File: src/rtl/usb3_ep0_ctrl_xfer_if.sv
// EP0 control-transfer bus bundle: SETUP input, EP0 IN/OUT buffer ports, TX packetiser stream.
// master = the transfer driver, slave = its surroundings (link RX/TX and the EP0 responder).
interface usb3_ep0_ctrl_xfer_if;
    logic        setup_valid;
    logic [63:0] setup_data;
    logic        setup_ready;
    logic [8:0]  buf_in_addr;
    logic [31:0] buf_in_data;
    logic        buf_in_wren;
    logic        buf_in_ready;
    logic        buf_in_commit;
    logic [10:0] buf_in_commit_len;
    logic        buf_in_commit_ack;
    logic [8:0]  buf_out_addr;
    logic [31:0] buf_out_q;
    logic [10:0] buf_out_len;
    logic        buf_out_hasdata;
    logic        buf_out_arm;
    logic        buf_out_arm_ack;
    logic        tx_valid;
    logic        tx_ready;
    logic [31:0] tx_data;
    logic [3:0]  tx_be;
    logic        tx_last;
    logic        tx_zlp;
    logic        err_timeout;

    modport master (
        input  setup_valid, setup_data, buf_in_ready, buf_in_commit_ack,
               buf_out_q, buf_out_len, buf_out_hasdata, buf_out_arm_ack, tx_ready,
        output setup_ready, buf_in_addr, buf_in_data, buf_in_wren, buf_in_commit,
               buf_in_commit_len, buf_out_addr, buf_out_arm, tx_valid, tx_data,
               tx_be, tx_last, tx_zlp, err_timeout
    );

    modport slave (
        output setup_valid, setup_data, buf_in_ready, buf_in_commit_ack,
               buf_out_q, buf_out_len, buf_out_hasdata, buf_out_arm_ack, tx_ready,
        input  setup_ready, buf_in_addr, buf_in_data, buf_in_wren, buf_in_commit,
               buf_in_commit_len, buf_out_addr, buf_out_arm, tx_valid, tx_data,
               tx_be, tx_last, tx_zlp, err_timeout
    );
endinterface

File: src/rtl/usb3_ep0_ctrl_xfer.sv
// EP0 control-transfer driver: SETUP -> EP0 IN buffer + commit, EP0 OUT response -> TX beats, re-arm.
// Optional handshake watchdog enabled by defining USB3_EP0_CTRL_TIMEOUT_EN.
module usb3_ep0_ctrl_xfer #(
    parameter int RD_LAT  = 2,
    parameter int MAX_PKT = 512
`ifdef USB3_EP0_CTRL_TIMEOUT_EN
    , parameter int TIMEOUT_CYC = 4096
`endif
) (
    input logic                  local_clk,
    input logic                  reset_n,
    usb3_ep0_ctrl_xfer_if.master bus
);
    typedef enum logic [3:0] {
        ST_IDLE, ST_WR0, ST_WR1, ST_COMMIT, ST_WAIT_ACKLO, ST_WAIT_DATA,
        ST_ZLP, ST_RD, ST_TX, ST_ARM, ST_ARM_LO
    } state_t;

    localparam logic [11:0] MAX_PKT_B = 12'(MAX_PKT);

    state_t          state;
    logic [31:0]     setup_lo;
    logic [10:0]     rem;
    logic [10:0]     pkt_cnt;
    logic [RD_LAT:0] vld_pipe;
    logic [8:0]      in_addr;
    logic [8:0]      out_addr;
    logic [31:0]     in_data;
    logic [31:0]     tx_data;
    logic [10:0]     commit_len;
    logic [3:0]      tx_be;
    logic            in_wren, commit, arm, tx_valid, tx_last, tx_zlp;
    logic [3:0]      beat_be;
    logic            beat_last;

    // Partial final dword keeps its bytes at the MSB end.
    always_comb begin
        beat_be = 4'hF;
        if (rem == 11'd1)      beat_be = 4'h8;
        else if (rem == 11'd2) beat_be = 4'hC;
        else if (rem == 11'd3) beat_be = 4'hE;
        beat_last = (rem <= 11'd4) || (({1'b0, pkt_cnt} + 12'd4) >= MAX_PKT_B);
    end

`ifdef USB3_EP0_CTRL_TIMEOUT_EN
    localparam int TW = $clog2(TIMEOUT_CYC + 1);
    localparam logic [TW-1:0] TO_LAST = TW'(TIMEOUT_CYC - 1);
    logic [TW-1:0] to_cnt;
    logic          err_to;
    logic          timed;
    assign timed = (state == ST_COMMIT) || (state == ST_WAIT_DATA) || (state == ST_ARM);
`endif

    always_ff @(posedge local_clk) begin
        if (!reset_n) begin
            state      <= ST_IDLE;
            setup_lo   <= '0;
            rem        <= '0;
            pkt_cnt    <= '0;
            vld_pipe   <= '0;
            in_addr    <= '0;
            out_addr   <= '0;
            in_data    <= '0;
            tx_data    <= '0;
            commit_len <= '0;
            tx_be      <= '0;
            in_wren    <= 1'b0;
            commit     <= 1'b0;
            arm        <= 1'b0;
            tx_valid   <= 1'b0;
            tx_last    <= 1'b0;
            tx_zlp     <= 1'b0;
`ifdef USB3_EP0_CTRL_TIMEOUT_EN
            to_cnt     <= '0;
            err_to     <= 1'b0;
`endif
        end else begin
            case (state)
                ST_IDLE: if (bus.setup_valid && bus.buf_in_ready) begin
                    setup_lo <= bus.setup_data[31:0];
                    in_addr  <= 9'd0;
                    in_data  <= bus.setup_data[63:32];
                    in_wren  <= 1'b1;
                    state    <= ST_WR0;
                end
                ST_WR0: begin
                    in_addr <= 9'd1;
                    in_data <= setup_lo;
                    state   <= ST_WR1;
                end
                ST_WR1: begin
                    in_wren    <= 1'b0;
                    commit     <= 1'b1;
                    commit_len <= 11'd8;
                    state      <= ST_COMMIT;
                end
                ST_COMMIT: if (bus.buf_in_commit_ack) begin
                    commit     <= 1'b0;
                    commit_len <= '0;
                    state      <= ST_WAIT_ACKLO;
                end
                ST_WAIT_ACKLO: if (!bus.buf_in_commit_ack) state <= ST_WAIT_DATA;
                ST_WAIT_DATA: if (bus.buf_out_hasdata) begin
                    rem      <= bus.buf_out_len;
                    out_addr <= 9'd0;
                    pkt_cnt  <= '0;
                    if (bus.buf_out_len == 11'd0) begin
                        tx_valid <= 1'b1;
                        tx_zlp   <= 1'b1;
                        tx_last  <= 1'b1;
                        tx_be    <= 4'h0;
                        state    <= ST_ZLP;
                    end else begin
                        vld_pipe    <= '0;
                        vld_pipe[0] <= 1'b1;
                        state       <= ST_RD;
                    end
                end
                ST_ZLP: if (bus.tx_ready) begin
                    tx_valid <= 1'b0;
                    tx_zlp   <= 1'b0;
                    tx_last  <= 1'b0;
                    arm      <= 1'b1;
                    state    <= ST_ARM;
                end
                // One read in flight; the token reaching the top bit marks buf_out_q valid.
                ST_RD: begin
                    vld_pipe <= vld_pipe << 1;
                    if (vld_pipe[RD_LAT]) begin
                        tx_data  <= bus.buf_out_q;
                        tx_be    <= beat_be;
                        tx_last  <= beat_last;
                        tx_valid <= 1'b1;
                        state    <= ST_TX;
                    end
                end
                ST_TX: if (bus.tx_ready) begin
                    tx_valid <= 1'b0;
                    tx_last  <= 1'b0;
                    tx_be    <= 4'h0;
                    out_addr <= out_addr + 9'd1;
                    pkt_cnt  <= tx_last ? 11'd0 : pkt_cnt + 11'd4;
                    if (rem <= 11'd4) begin
                        rem   <= '0;
                        arm   <= 1'b1;
                        state <= ST_ARM;
                    end else begin
                        rem         <= rem - 11'd4;
                        vld_pipe    <= '0;
                        vld_pipe[0] <= 1'b1;
                        state       <= ST_RD;
                    end
                end
                ST_ARM: if (bus.buf_out_arm_ack) begin
                    arm   <= 1'b0;
                    state <= ST_ARM_LO;
                end
                ST_ARM_LO: if (!bus.buf_out_arm_ack && !bus.buf_out_hasdata) state <= ST_IDLE;
                default: state <= ST_IDLE;
            endcase
`ifdef USB3_EP0_CTRL_TIMEOUT_EN
            // Timed waits are never adjacent, so clearing outside them restarts the count per state.
            if (timed) begin
                to_cnt <= to_cnt + 1'b1;
                if (to_cnt == TO_LAST) begin
                    err_to     <= 1'b1;
                    commit     <= 1'b0;
                    commit_len <= '0;
                    arm        <= 1'b0;
                    to_cnt     <= '0;
                    state      <= ST_IDLE;
                end
            end else begin
                to_cnt <= '0;
            end
`endif
        end
    end

    assign bus.setup_ready       = reset_n && (state == ST_IDLE) && bus.buf_in_ready;
    assign bus.buf_in_addr       = in_addr;
    assign bus.buf_in_data       = in_data;
    assign bus.buf_in_wren       = in_wren;
    assign bus.buf_in_commit     = commit;
    assign bus.buf_in_commit_len = commit_len;
    assign bus.buf_out_addr      = out_addr;
    assign bus.buf_out_arm       = arm;
    assign bus.tx_valid          = tx_valid;
    assign bus.tx_data           = tx_data;
    assign bus.tx_be             = tx_be;
    assign bus.tx_last           = tx_last;
    assign bus.tx_zlp            = tx_zlp;
`ifdef USB3_EP0_CTRL_TIMEOUT_EN
    assign bus.err_timeout       = err_to;
`else
    assign bus.err_timeout       = 1'b0;
`endif
endmodule

File: src/flat_wrapper.sv
// flat-port wrapper written by rule: the top's interface ports become plain ports
module usb3_ep0_ctrl_xfer_flat 
#(
    parameter int RD_LAT  = 2,
    parameter int MAX_PKT = 512

)
  (local_clk, reset_n, bus_setup_valid, bus_setup_data, bus_buf_in_ready, bus_buf_in_commit_ack, bus_buf_out_q, bus_buf_out_len, bus_buf_out_hasdata, bus_buf_out_arm_ack, bus_tx_ready, bus_setup_ready, bus_buf_in_addr, bus_buf_in_data, bus_buf_in_wren, bus_buf_in_commit, bus_buf_in_commit_len, bus_buf_out_addr, bus_buf_out_arm, bus_tx_valid, bus_tx_data, bus_tx_be, bus_tx_last, bus_tx_zlp, bus_err_timeout);
  usb3_ep0_ctrl_xfer_if bus_i ();
  input logic local_clk;
  input logic reset_n;
  input wire logic [$bits(bus_i.setup_valid)-1:0] bus_setup_valid;
  input wire logic [$bits(bus_i.setup_data)-1:0] bus_setup_data;
  input wire logic [$bits(bus_i.buf_in_ready)-1:0] bus_buf_in_ready;
  input wire logic [$bits(bus_i.buf_in_commit_ack)-1:0] bus_buf_in_commit_ack;
  input wire logic [$bits(bus_i.buf_out_q)-1:0] bus_buf_out_q;
  input wire logic [$bits(bus_i.buf_out_len)-1:0] bus_buf_out_len;
  input wire logic [$bits(bus_i.buf_out_hasdata)-1:0] bus_buf_out_hasdata;
  input wire logic [$bits(bus_i.buf_out_arm_ack)-1:0] bus_buf_out_arm_ack;
  input wire logic [$bits(bus_i.tx_ready)-1:0] bus_tx_ready;
  output wire logic [$bits(bus_i.setup_ready)-1:0] bus_setup_ready;
  output wire logic [$bits(bus_i.buf_in_addr)-1:0] bus_buf_in_addr;
  output wire logic [$bits(bus_i.buf_in_data)-1:0] bus_buf_in_data;
  output wire logic [$bits(bus_i.buf_in_wren)-1:0] bus_buf_in_wren;
  output wire logic [$bits(bus_i.buf_in_commit)-1:0] bus_buf_in_commit;
  output wire logic [$bits(bus_i.buf_in_commit_len)-1:0] bus_buf_in_commit_len;
  output wire logic [$bits(bus_i.buf_out_addr)-1:0] bus_buf_out_addr;
  output wire logic [$bits(bus_i.buf_out_arm)-1:0] bus_buf_out_arm;
  output wire logic [$bits(bus_i.tx_valid)-1:0] bus_tx_valid;
  output wire logic [$bits(bus_i.tx_data)-1:0] bus_tx_data;
  output wire logic [$bits(bus_i.tx_be)-1:0] bus_tx_be;
  output wire logic [$bits(bus_i.tx_last)-1:0] bus_tx_last;
  output wire logic [$bits(bus_i.tx_zlp)-1:0] bus_tx_zlp;
  output wire logic [$bits(bus_i.err_timeout)-1:0] bus_err_timeout;
  assign bus_i.setup_valid = bus_setup_valid;
  assign bus_i.setup_data = bus_setup_data;
  assign bus_i.buf_in_ready = bus_buf_in_ready;
  assign bus_i.buf_in_commit_ack = bus_buf_in_commit_ack;
  assign bus_i.buf_out_q = bus_buf_out_q;
  assign bus_i.buf_out_len = bus_buf_out_len;
  assign bus_i.buf_out_hasdata = bus_buf_out_hasdata;
  assign bus_i.buf_out_arm_ack = bus_buf_out_arm_ack;
  assign bus_i.tx_ready = bus_tx_ready;
  assign bus_setup_ready = bus_i.setup_ready;
  assign bus_buf_in_addr = bus_i.buf_in_addr;
  assign bus_buf_in_data = bus_i.buf_in_data;
  assign bus_buf_in_wren = bus_i.buf_in_wren;
  assign bus_buf_in_commit = bus_i.buf_in_commit;
  assign bus_buf_in_commit_len = bus_i.buf_in_commit_len;
  assign bus_buf_out_addr = bus_i.buf_out_addr;
  assign bus_buf_out_arm = bus_i.buf_out_arm;
  assign bus_tx_valid = bus_i.tx_valid;
  assign bus_tx_data = bus_i.tx_data;
  assign bus_tx_be = bus_i.tx_be;
  assign bus_tx_last = bus_i.tx_last;
  assign bus_tx_zlp = bus_i.tx_zlp;
  assign bus_err_timeout = bus_i.err_timeout;
  usb3_ep0_ctrl_xfer #(.RD_LAT(RD_LAT), .MAX_PKT(MAX_PKT)) u_core (.local_clk(local_clk), .reset_n(reset_n), .bus(bus_i));
endmodule
File: config.mk
export PLATFORM = sky130hd
export DESIGN_NAME = usb3_ep0_ctrl_xfer_flat
export DESIGN_NICKNAME = d
export VERILOG_FILES = /design/src/rtl/usb3_ep0_ctrl_xfer_if.sv /design/src/rtl/usb3_ep0_ctrl_xfer.sv /design/src/flat_wrapper.sv
export SDC_FILE = /design/constraint.sdc
export NUM_CORES = 1
export LEC_CHECK = 0
export ABC_AREA = 1
export CELL_PAD_IN_SITES_DETAIL_PLACEMENT = 0
export CELL_PAD_IN_SITES_GLOBAL_PLACEMENT = 2
export CORE_MARGIN = 1
export CORE_UTILIZATION = 24
export CTS_CLUSTER_DIAMETER = 40
export DETAILED_ROUTE_END_ITERATION = 8
export PLACE_DENSITY_LB_ADDON = 0.1
export SLEW_MARGIN = 20
export SYNTH_ARGS = -nofsm -noshare
export SYNTH_HDL_FRONTEND = slang
export SYNTH_SLANG_ARGS = --single-unit
File: constraint.sdc
create_clock -name local_clk -period 2 [get_ports local_clk]
set_input_delay 0.3 -clock local_clk [delete_from_list [all_inputs] [get_ports local_clk]]
set_output_delay 0.3 -clock local_clk [all_outputs]
set_load 0.01 [all_outputs]
==> out/metrics.cfg <==
[clocking]
cts_num_sinks=143
clk_latency_ns=0.42
numCtsBuffers=17
path_clk_slew_ns=0.06
hold_buffers=0
clock_path_buffers=2
cts_tree=built
htreeDepth=4
root_buffer=clkbuf_16

[logic_synthesis]
synthArstFlopShare_pct=0
syn_area_um2=6370
synth-seq-cells=143
yosysSeqAreaShare_pct=45.0
ys_types=34
synthFlopType=dfxtp_1
synth_edf_count=0
syn_avg_cell_area_um2=7.19
synthCells=885
ys_warn_count=0

[floorplan]
pin_count=220
dieArea_um2=27200
rows=59
die_w_um=165
core-area_um2=26100
die_h_um=165
initial_utilization_pct=24.4

[grt]
grt_pass1_vias=6329
grt_antenna_before_repair=2
grt_overflow=0
grt_usage_pct=15.7
grt_pass1_wl_um=32900
grt_max_degree=72

[sta]
setup_viol=0
rsz0062_at_grt=false
clock.fmax_ghz=0.533
hold_violations=0
clock_skew_ns=0.0147
post-route-min-period_ns=1.88
tns_ns=0
slew_viol_final=0
finalCritPeriodShare_pct=93.9

[worst_setup_path]
cp_max_fo=6
endpoint_kind=output port
worst-setup-path-type=reg2out
cp.depth=5
rr_worst_depth=9
cp.required_ns=1.70
crit_path_start_kind=flip-flop
cp.buffers_inverters=2
slowest_stage=dfxtp_2
slowest_delay_ns=0.36
crit_path_cell_trace=nor2_2 -> inv_2 -> nor2_4 -> and3_1 -> dlygate4sd2_1
arrival_ns=1.58
crit_family=simple AND/OR/NAND/NOR gates

[place]
hpwl_um=15100
placed_cell_area_um2=8820
routabilityCongestion=0.800
port_buffers=200

[route]
first_pass_iters=4
drt_iter0_drc=315
drtAntennaViolNets=0
avgViaCountPerCell=4.41
route.vias.total=6353
routedWlPerCell_um=14.7
routed_wl_um=21200
drc=0

[job]
maxCapViolCount=0

[power_and_ir_drop]
p_leak_nw=3.61
vdd.ir_drop.worst_mv=0.470
powerDensity_nw_per_um2=970

[layout]
syn_to_final_growth_pct=48.6
fin_nets=1214
diodes=0
drive_above_1_share_pct=8.95
final_cell_area_um2=9460

[worst_hold_path]
min_path_type=in2reg
hold_depth=3

[status]
outcome=finished, final reports clean

==> kinds of logic after synthesis <==
| family | after synthesis | share of synthesized area, % |
|---|---|---|
| simple gates | 323 | 21.8 |
| compound gates | 263 | 21.0 |
| flops | 143 | 45.0 |
| buf+inv | 141 | 9.90 |
| xor+xnor | 9 | 1.24 |
| fa+ha+maj | 5 | 0.983 |
| other cells | 1 | 0.0589 |
==> cell type report <==
class	instances	area [µm²]
clock buffer	17	425
multi-input combinational	619	2950
fill	2755	16600
tap	335	419
sequential	143	2870
timing repair buffer	236	2320
inverter	77	290
clock inverter	14	194
==> worst paths after layout <==
path                      start                        end  slack (ns)
max reg2reg     u_core.state[1]              u_core.rem[4]        0.22
max             u_core.state[3]            bus_setup_ready        0.12
min                     reset_n  u_core.bus.buf_in_addr[0]        0.39
min reg2reg  u_core.setup_lo[2]         u_core.setup_lo[2]        0.44
==> state kept, by name (all words and copies together), names as in the netlist <==
name	cells
u_core.bus.buf_out_arm	1
u_core.bus.buf_out_addr	9
u_core.bus.tx_zlp	1
u_core.bus.tx_be	4
u_core.pkt_cnt	9
u_core.bus.buf_in_data	32
u_core.bus.buf_in_wren	1
u_core.bus.tx_valid	1
u_core.setup_lo	32
u_core.bus.tx_last	1
u_core.vld_pipe	3
u_core.bus.buf_in_addr	1
u_core.rem	11
u_core.bus.tx_data	32
u_core.state	4
u_core.bus.buf_in_commit_len	1
==> stage by stage <==
step | std cells | hold WS (ns) | total power (W) | utilization [%] | setup slack (ns)
2_1_floorplan | 903 | 0.424 | 0.00456 | - | 0.504
3_3_place_gp | 1409 | 0.431 | 0.00581 | 33.9 | 0.0593
5_1_grt | 1441 | 0.403 | 0.00969 | 36.3 | 0.00107
3_5_place_dp | 1409 | 0.437 | 0.00578 | 33.9 | 0.0252
6_report | 1441 | 0.390 | 0.00918 | 36.3 | 0.122
4_1_cts | 1441 | 0.375 | 0.00934 | 36.3 | 0.112
==> worst register-to-register path, delay by kind of cell, from the launching register on <==
kind,cells,cell delay (ns)
compound gates,2,0.22
buf+inv,2,0.36
flops,1,0.32
simple gates,5,0.82
==> what timing repair did <==
item	CTS	global route
endpoints found under the hold margin	0	0
setup buffers	1	0
endpoints found under the setup margin	1	0
gates resized for setup	5	0
==> cell usage after synthesis (8+ instances only) <==
cell type | count | area, µm²
o21ai_0 | 140 | 701
inv_1 | 68 | 255
dfxtp_1 | 143 | 2860
nand2_1 | 147 | 552
nor3_1 | 14 | 70.1
nand3_1 | 26 | 130
nand4_1 | 9 | 56.3
a21oi_1 | 110 | 551
buf_2 | 8 | 40.0
buf_4 | 20 | 150
nor2_1 | 104 | 390
clkbuf_1 | 32 | 120
==> layer usage <==
layer  wire, µm  share of wire [%]  track usage, %  vias to the layer above
met1       9600                 45            19.2                     2891
met4        276                1.3            4.80                        0
met5          0                  0               0                        -
met2       9860                 46            25.7                      148
li1           -                  -               -                     3297
met3       1480                7.0            5.42                       17
==> placed cells by master (no fill, tap or decap), types with 5 or more instances in the layout <==
master,instances
inv_2,7
conb_1,19
xor2_1,6
inv_1,68
buf_4,32
nand3_1,26
nor2_1,103
inv_6,5
nand4_1,9
nor3_1,14
clkdlybuf4s50_1,198
nor2_2,6
clkbuf_16,17
a22oi_1,5
a21oi_1,110
o21ai_0,140
dfxtp_1,141
nand2_1,147
ha_1,5
==> power by group <==
group          switching (W)  internal, W
Sequential          0.000205      0.00323
Combinational        0.00122      0.00107
Clock                0.00144      0.00201
No activity file was read; power rests on OpenSTA's default activity.
